$ cat config.mk
export PLATFORM = sky130hd
export DESIGN_NAME = sha256_block_sequencer
export DESIGN_NICKNAME = d
export VERILOG_FILES = /design/src/rtl/sha256_pkg.sv /design/src/rtl/sha256_pad_word.sv /design/src/rtl/sha256_block_sequencer.sv
export SDC_FILE = /design/constraint.sdc
export NUM_CORES = 2
export LEC_CHECK = 0
export ABC_AREA = 1
export CORE_AREA = 2 2 513 515
export CTS_CLUSTER_DIAMETER = 50
export DETAILED_ROUTE_END_ITERATION = 6
export DIE_AREA = 0 0 515 517
export SKIP_CTS_REPAIR_TIMING = 1
export SLEW_MARGIN = 20
export SYNTH_ARGS = -nofsm -noshare
export SYNTH_HDL_FRONTEND = slang
export SYNTH_SLANG_ARGS = --single-unit
$ cat constraint.sdc
create_clock -name clk -period 2.5 [get_ports clk]
set_input_delay 0.25 -clock clk [delete_from_list [all_inputs] [get_ports clk]]
set_output_delay 0.25 -clock clk [all_outputs]
set_load 0.1 [all_outputs]
$ cat src/rtl/sha256_pkg.sv
// Shared constants, FSM encoding and small helpers for the SHA-256 block sequencer.
package sha256_pkg;

  localparam int unsigned WORD_W      = 32;
  localparam int unsigned BLOCK_WORDS = 16;
  localparam int unsigned BLOCK_W     = WORD_W * BLOCK_WORDS;
  localparam int unsigned STATE_W     = 256;

  // Initial hash value, H0 (6a09e667) in the low word.
  localparam logic [STATE_W-1:0] SHA256_H0 = {
    32'h5be0cd19, 32'h1f83d9ab, 32'h9b05688c, 32'h510e527f,
    32'ha54ff53a, 32'h3c6ef372, 32'hbb67ae85, 32'h6a09e667
  };

  typedef enum logic [2:0] {
    StIdle,
    StLoad,
    StPad,
    StRun,
    StFinish,
    StCapture
  } seq_state_e;

  // Bit offset of word idx inside a 512-bit block.
  function automatic logic [8:0] word_lsb(input logic [3:0] idx);
    return {idx, 5'b0};
  endfunction

  function automatic logic [2:0] sat_bytes(input logic [2:0] n);
    return (n > 3'd4) ? 3'd4 : n;
  endfunction

endpackage

$ cat src/rtl/sha256_pad_word.sv
// Masks a final message word to its valid bytes and appends the 0x80 pad marker.
module sha256_pad_word
  import sha256_pkg::*;
(
  input  logic [31:0] word,
  input  logic [2:0]  nbytes,
  output logic [31:0] padded,
  output logic        overflow
);

  logic [2:0] nb;

  assign nb       = sat_bytes(nbytes);
  assign overflow = (nb == 3'd4);

  // A full word leaves no room for the marker; it lands in the next word instead.
  always_comb begin
    padded = word;
    unique case (nb)
      3'd0:    padded = 32'h8000_0000;
      3'd1:    padded = {word[31:24], 24'h80_0000};
      3'd2:    padded = {word[31:16], 16'h8000};
      3'd3:    padded = {word[31:8], 8'h80};
      default: padded = word;
    endcase
  end

endmodule

$ cat src/rtl/sha256_block_sequencer.sv
// Streams message words into padded 512-bit blocks, drives an iterative SHA-256 transform
// and chains its output across blocks into one digest per message.
module sha256_block_sequencer
  import sha256_pkg::*;
#(
  parameter int unsigned LEN_W = 64
) (
  input  logic                 clk,
  input  logic                 reset_n,
  input  logic [31:0]          in_data,
  input  logic                 in_valid,
  input  logic                 in_last,
  input  logic [2:0]           in_bytes,
  output logic                 in_ready,
  output logic                 feedback,
  output logic [5:0]           cnt,
  output logic [BLOCK_W-1:0]   rx_input,
  output logic [STATE_W-1:0]   rx_state,
  input  logic [STATE_W-1:0]   tx_hash,
  output logic [STATE_W-1:0]   digest,
  output logic                 digest_valid
);

  seq_state_e state_q, state_d;

  logic [BLOCK_W-1:0] block_q, block_d;
  logic [STATE_W-1:0] chain_q, chain_d, digest_q, digest_d;
  logic               digest_valid_q, digest_valid_d;
  logic [5:0]         cnt_q, cnt_d;
  logic [3:0]         widx_q, widx_d, last_idx_q, last_idx_d, wr_idx;
  logic [2:0]         last_bytes_q, last_bytes_d;
  logic [LEN_W-1:0]   len_q, len_d, word_bits;
  logic               final_q, final_d, pend_q, pend_d, need80_q, need80_d;
  logic [63:0]        len64;
  logic [31:0]        pad_out;
  logic               pad_ovf, pad_fits, accept;

  sha256_pad_word u_pad_word (
    .word     (block_q[word_lsb(last_idx_q) +: WORD_W]),
    .nbytes   (last_bytes_q),
    .padded   (pad_out),
    .overflow (pad_ovf)
  );

  assign accept    = in_valid & in_ready;
  assign wr_idx    = (state_q == StIdle) ? 4'd0 : widx_q;
  assign word_bits = in_last ? LEN_W'({sat_bytes(in_bytes), 3'b000}) : LEN_W'(32);
  assign len64     = 64'(len_q);
  // Length fits when the marker word leaves W14/W15 free.
  assign pad_fits  = ({1'b0, last_idx_q} + {4'd0, pad_ovf}) <= 5'd13;

  always_ff @(posedge clk) begin
    if (!reset_n) state_q <= StIdle;
    else          state_q <= state_d;
  end

  always_comb begin
    state_d = state_q;
    unique case (state_q)
      StIdle:    if (accept) state_d = in_last ? StPad : StLoad;
      StLoad:    if (accept) state_d = in_last ? StPad : ((widx_q == 4'd15) ? StRun : StLoad);
      StPad:     state_d = StRun;
      StRun:     if (cnt_q == 6'd63) state_d = StFinish;
      StFinish:  state_d = StCapture;
      StCapture: state_d = final_q ? StIdle : (pend_q ? StPad : StLoad);
      default:   state_d = StIdle;
    endcase
  end

  always_comb begin
    in_ready = reset_n && ((state_q == StIdle) || (state_q == StLoad));
    feedback = (state_q == StRun) && (cnt_q != 6'd0);
    cnt      = (state_q == StRun) ? cnt_q : 6'd0;
  end

  always_comb begin
    block_d        = block_q;
    chain_d        = chain_q;
    digest_d       = digest_q;
    digest_valid_d = 1'b0;
    cnt_d          = cnt_q;
    widx_d         = widx_q;
    last_idx_d     = last_idx_q;
    last_bytes_d   = last_bytes_q;
    len_d          = len_q;
    final_d        = final_q;
    pend_d         = pend_q;
    need80_d       = need80_q;
    unique case (state_q)
      StIdle, StLoad: begin
        if (state_q == StIdle) chain_d = SHA256_H0;
        if (accept) begin
          block_d[word_lsb(wr_idx) +: WORD_W] = in_data;
          widx_d = wr_idx + 4'd1;
          len_d  = ((state_q == StIdle) ? '0 : len_q) + word_bits;
          if (in_last) begin
            last_idx_d   = wr_idx;
            last_bytes_d = sat_bytes(in_bytes);
          end
          if (state_q == StIdle) begin
            final_d  = 1'b0;
            pend_d   = 1'b0;
            need80_d = 1'b0;
          end
        end
      end
      StPad: begin
        cnt_d = '0;
        for (int k = 0; k < BLOCK_WORDS; k++) begin
          if (pend_q) begin
            block_d[k*WORD_W +: WORD_W] = (k == 0 && need80_q) ? 32'h8000_0000 : 32'h0;
          end else if (k == int'(last_idx_q)) begin
            block_d[k*WORD_W +: WORD_W] = pad_out;
          end else if (k == int'(last_idx_q) + 1 && pad_ovf) begin
            block_d[k*WORD_W +: WORD_W] = 32'h8000_0000;
          end else if (k > int'(last_idx_q)) begin
            block_d[k*WORD_W +: WORD_W] = 32'h0;
          end
        end
        if (pend_q || pad_fits) begin
          block_d[14*WORD_W +: WORD_W] = len64[63:32];
          block_d[15*WORD_W +: WORD_W] = len64[31:0];
          final_d  = 1'b1;
          pend_d   = 1'b0;
          need80_d = 1'b0;
        end else begin
          // Marker still owed only when a full word ended exactly at W15.
          final_d  = 1'b0;
          pend_d   = 1'b1;
          need80_d = pad_ovf && (last_idx_q == 4'd15);
        end
      end
      StRun: cnt_d = cnt_q + 6'd1;
      StCapture: begin
        chain_d = tx_hash;
        widx_d  = '0;
        if (final_q) begin
          digest_d       = tx_hash;
          digest_valid_d = 1'b1;
        end
      end
      default: ;
    endcase
  end

  always_ff @(posedge clk) begin
    if (!reset_n) begin
      block_q        <= '0;
      chain_q        <= SHA256_H0;
      digest_q       <= '0;
      digest_valid_q <= 1'b0;
      cnt_q          <= '0;
      widx_q         <= '0;
      last_idx_q     <= '0;
      last_bytes_q   <= '0;
      len_q          <= '0;
      final_q        <= 1'b0;
      pend_q         <= 1'b0;
      need80_q       <= 1'b0;
    end else begin
      block_q        <= block_d;
      chain_q        <= chain_d;
      digest_q       <= digest_d;
      digest_valid_q <= digest_valid_d;
      cnt_q          <= cnt_d;
      widx_q         <= widx_d;
      last_idx_q     <= last_idx_d;
      last_bytes_q   <= last_bytes_d;
      len_q          <= len_d;
      final_q        <= final_d;
      pend_q         <= pend_d;
      need80_q       <= need80_d;
    end
  end

  assign rx_input     = block_q;
  assign rx_state     = chain_q;
  assign digest       = digest_q;
  assign digest_valid = digest_valid_q;

endmodule
==> flow_summary.toml <==
[outcome]
status = "finished with violations"
violations = "design-rule violations, negative hold slack, negative setup slack"

[clocking]
clkLatencyLatePin_ns = 0.88
cts_num_sinks = 1109
cts_inserted_buffers = 186
cts_tree = "done"
clkTransAtPathRegs_ns = 0.06
cts-htree-levels = 4
clock-root-buffer = "clkbuf_16"
ctsLongestPathBuffers = 4

[setup_path]
reg2reg_to = "rx_input[425]"
r2r-start = "last_idx_q[1]"
cp-start-kind = "flip-flop"
required_ns = 3.19
r2r_cells = 14
crit_path_end_kind = "flip-flop"
worstPathMaxFanout = 18
reg2reg_slack_ns = -0.16
critPathArrivalTime_ns = 3.35
startpoint = "last_idx_q[1]"
crit_type = "reg2reg"

[sta]
setup_tns_ns = -6.34
setup_viol = 141
fin_skew_ns = 0.0956
worst_hold_slack_ns = -0.0355
slew_viol_final = 0
slew_headroom_pct = 34.0
fmax_ghz = 0.376
period_share_pct = 106
fin_ws_ns = -0.157
hold_viol = 2
rsz0062_at_grt = "yes"
worst_slew_pin_slew_ns = 0.987
fin_crit_ns = 2.66

[floorplan]
coreArea_sq_um = 261000
initial_utilization_pct = 20.7
dieArea_sq_um = 266000
die_w_um = 515
fp.dieH_um = 517
rows = 188
ioPinCount = 1328

[placement]
io_buffers = 1327
dp.cells = 13800
pre_cts_ws_ns = -0.827
dp.final_hpwl_mm = 363
gp_congestion = 1.10

[detailed_routing]
drt-initial-drc-count = 10300
ant_nets = 0
routedWlPerCell_um = 31.7
viasPerCell = 5.01
firstDrtPassIters = 7
vias = 71800
drcViolationCount = 30
wirelength_mm = 454

[flow_run]
maxCapViolCount = 0

[synthesis]
yosysSeqAreaShare_pct = 41.0
syn_area_sq_um = 54200
synth_most_common_cell = "nand2_1"
avgSynthCellArea_sq_um = 6.29
synthFlopType = "dfxtp_1"
synth_cells = 8615
synth_top_area_share_pct = 41.0
synth.area.top_cells = "dfxtp_1, nand2_1, nor2_1, nand3_1, o21ai_0"
synth-edff-count = 0
synth_common_cells = "nand2_1, nor2_1, dfxtp_1, nand3_1, inv_1"
yosys.area.top_type = "dfxtp_1"
syn-num-nets = 8922
synth_cell_types = 51
synthArstFlopShare_pct = 0
ys_ff_latch = 1109
yosys_warnings = 0

[global_route]
groute.usage.overall_pct = 31.9
antenna_found_initial = 144
grt-ovfl-total = 0
grt_max_degree = 158
grt_pass1_wl_mm = 579
grt_pass1_vias = 63600

[layout]
nNetsFinal = 11000
finalNonFillerCells = 14300
drive_gt1_share_pct = 26.8
syn2layout_area_growth_pct = 60.2

[pwr]
p_per_area_nw_per_um2 = 625
ir_drop_mv = 0.657
p_leak_nw = 39.8
finalPower_mw = 54.2

[hold_path]
hold_path_startpoint = "tx_hash[128]"
holdPathStages = 3
holdPathEnd = "digest[128]"
hold_path.class = "in2reg"
[flip-flops by register name, summed over array words and instances, names as in the netlist, 3 cells and up]
name          flops
rx_input        512
digest          256
rx_state        256
len64            61
cnt_q             6
last_idx_q        4
widx_q            4
last_bytes_q      3
state_q           3
[power breakdown]
group          switching [mW]  total (mW)  leakage (nW)  internal, mW
registers               0.376        18.4          8.96          18.0
clock network            10.1        27.1          3.11          17.0
logic                    6.29        8.77          27.8          2.48
[per-stage QoR]
step | utilization [%] | cell area, sq um | hold slack, ns
after floorplan | - | 54200 | 0.353
after global placement | 29.4 | 76700 | 0.460
after detailed placement | 29.4 | 76700 | 0.462
after CTS | 31.8 | 83000 | -0.173
after global routing | 33.2 | 86700 | 0.000916
final | 33.2 | 86800 | -0.0355
[metal layers]
| metal | vias to the layer above | global-route usage (%) | share of wire (%) |
|---|---|---|---|
| met5 | - | 1.50 | 0.13 |
| met4 | 44 | 20.9 | 8.4 |
| li1 | 31700 | - | - |
| met3 | 1139 | 12.5 | 13 |
| met2 | 5032 | 47.6 | 42 |
| met1 | 33800 | 37.7 | 37 |
[cell families (layout without fill, tap and decap cells)]
logic type      after synthesis  in the layout  share of synthesized area (%)
xor+xnor                     10             10                          0.162
buf+inv                    1214           3423                           8.90
fa+ha+maj                    12             12                          0.291
compound gates             1242           1242                           12.4
flops                      1109           1109                           41.0
other cells                   0             85                              0
simple gates               5028           5029                           37.2
[final cells by class]
| type | count | area (sq um) |
|---|---|---|
| fillers | 28400 | 174000 |
| inverters | 639 | 2470 |
| clock inverters | 91 | 1210 |
| flip-flops and latches | 1109 | 22200 |
| multi-input cells | 6293 | 28900 |
| diodes | 85 | 213 |
| well taps | 3420 | 4280 |
| repair buffers | 2460 | 22300 |
| clock buffers | 233 | 5160 |
[worst max-delay path, stage by stage, from the launching register on]
cell,delay [ns]
dfxtp_4,0.38
buf_4,0.12
nand2_4,0.09
buf_12,0.17
buf_4,0.17
o22ai_2,0.22
o21ai_1,0.15
buf_4,0.18
nand2_2,0.18
inv_1,0.06
nand2_1,0.11
buf_4,0.23
o21ai_1,0.10
nor2_2,0.24
nor2_1,0.08
[cell usage in the layout (no fill, tap or decap), drive strengths merged]
master / synthesis / layout
nand3b: 34 / 34
o41ai: 1 / 1
o211ai: 10 / 10
diode: 0 / 85
xnor2: 6 / 6
nand4: 48 / 48
a22oi: 14 / 14
a221oi: 3 / 3
ha: 11 / 11
inv: 626 / 642
a31oi: 1 / 1
clkinv: 13 / 46
clkbuf: 326 / 254
a21oi: 266 / 266
nor4: 6 / 6
o22ai: 291 / 291
a31o: 1 / 1
a21boi: 4 / 4
nor2: 1620 / 1620
clkinvlp: 0 / 19
xor2: 4 / 4
clkdlybuf4s50: 0 / 293
dfxtp: 1109 / 1109
o21a: 2 / 2
o311ai: 1 / 1
nand2: 2651 / 2652
fa: 1 / 1
o21bai: 5 / 5
and2: 4 / 4
a211oi: 1 / 1
or2: 3 / 3
bufinv: 0 / 23
dlygate4sd3: 0 / 31
buf: 249 / 2115
nand3: 625 / 625
o21ai: 642 / 642
nor3b: 2 / 2
nor3: 35 / 35
[worst max-delay path by stage]
stage | to | cells after the start
CTS | rx_input[238] | 12
finish | rx_input[425] | 14
global route | rx_input[66] | 15
floorplan | cnt[0] | 5
detailed placement | len64[59] | 18
global placement | len64[59] | 18
(Power assumes the default switching activity.)
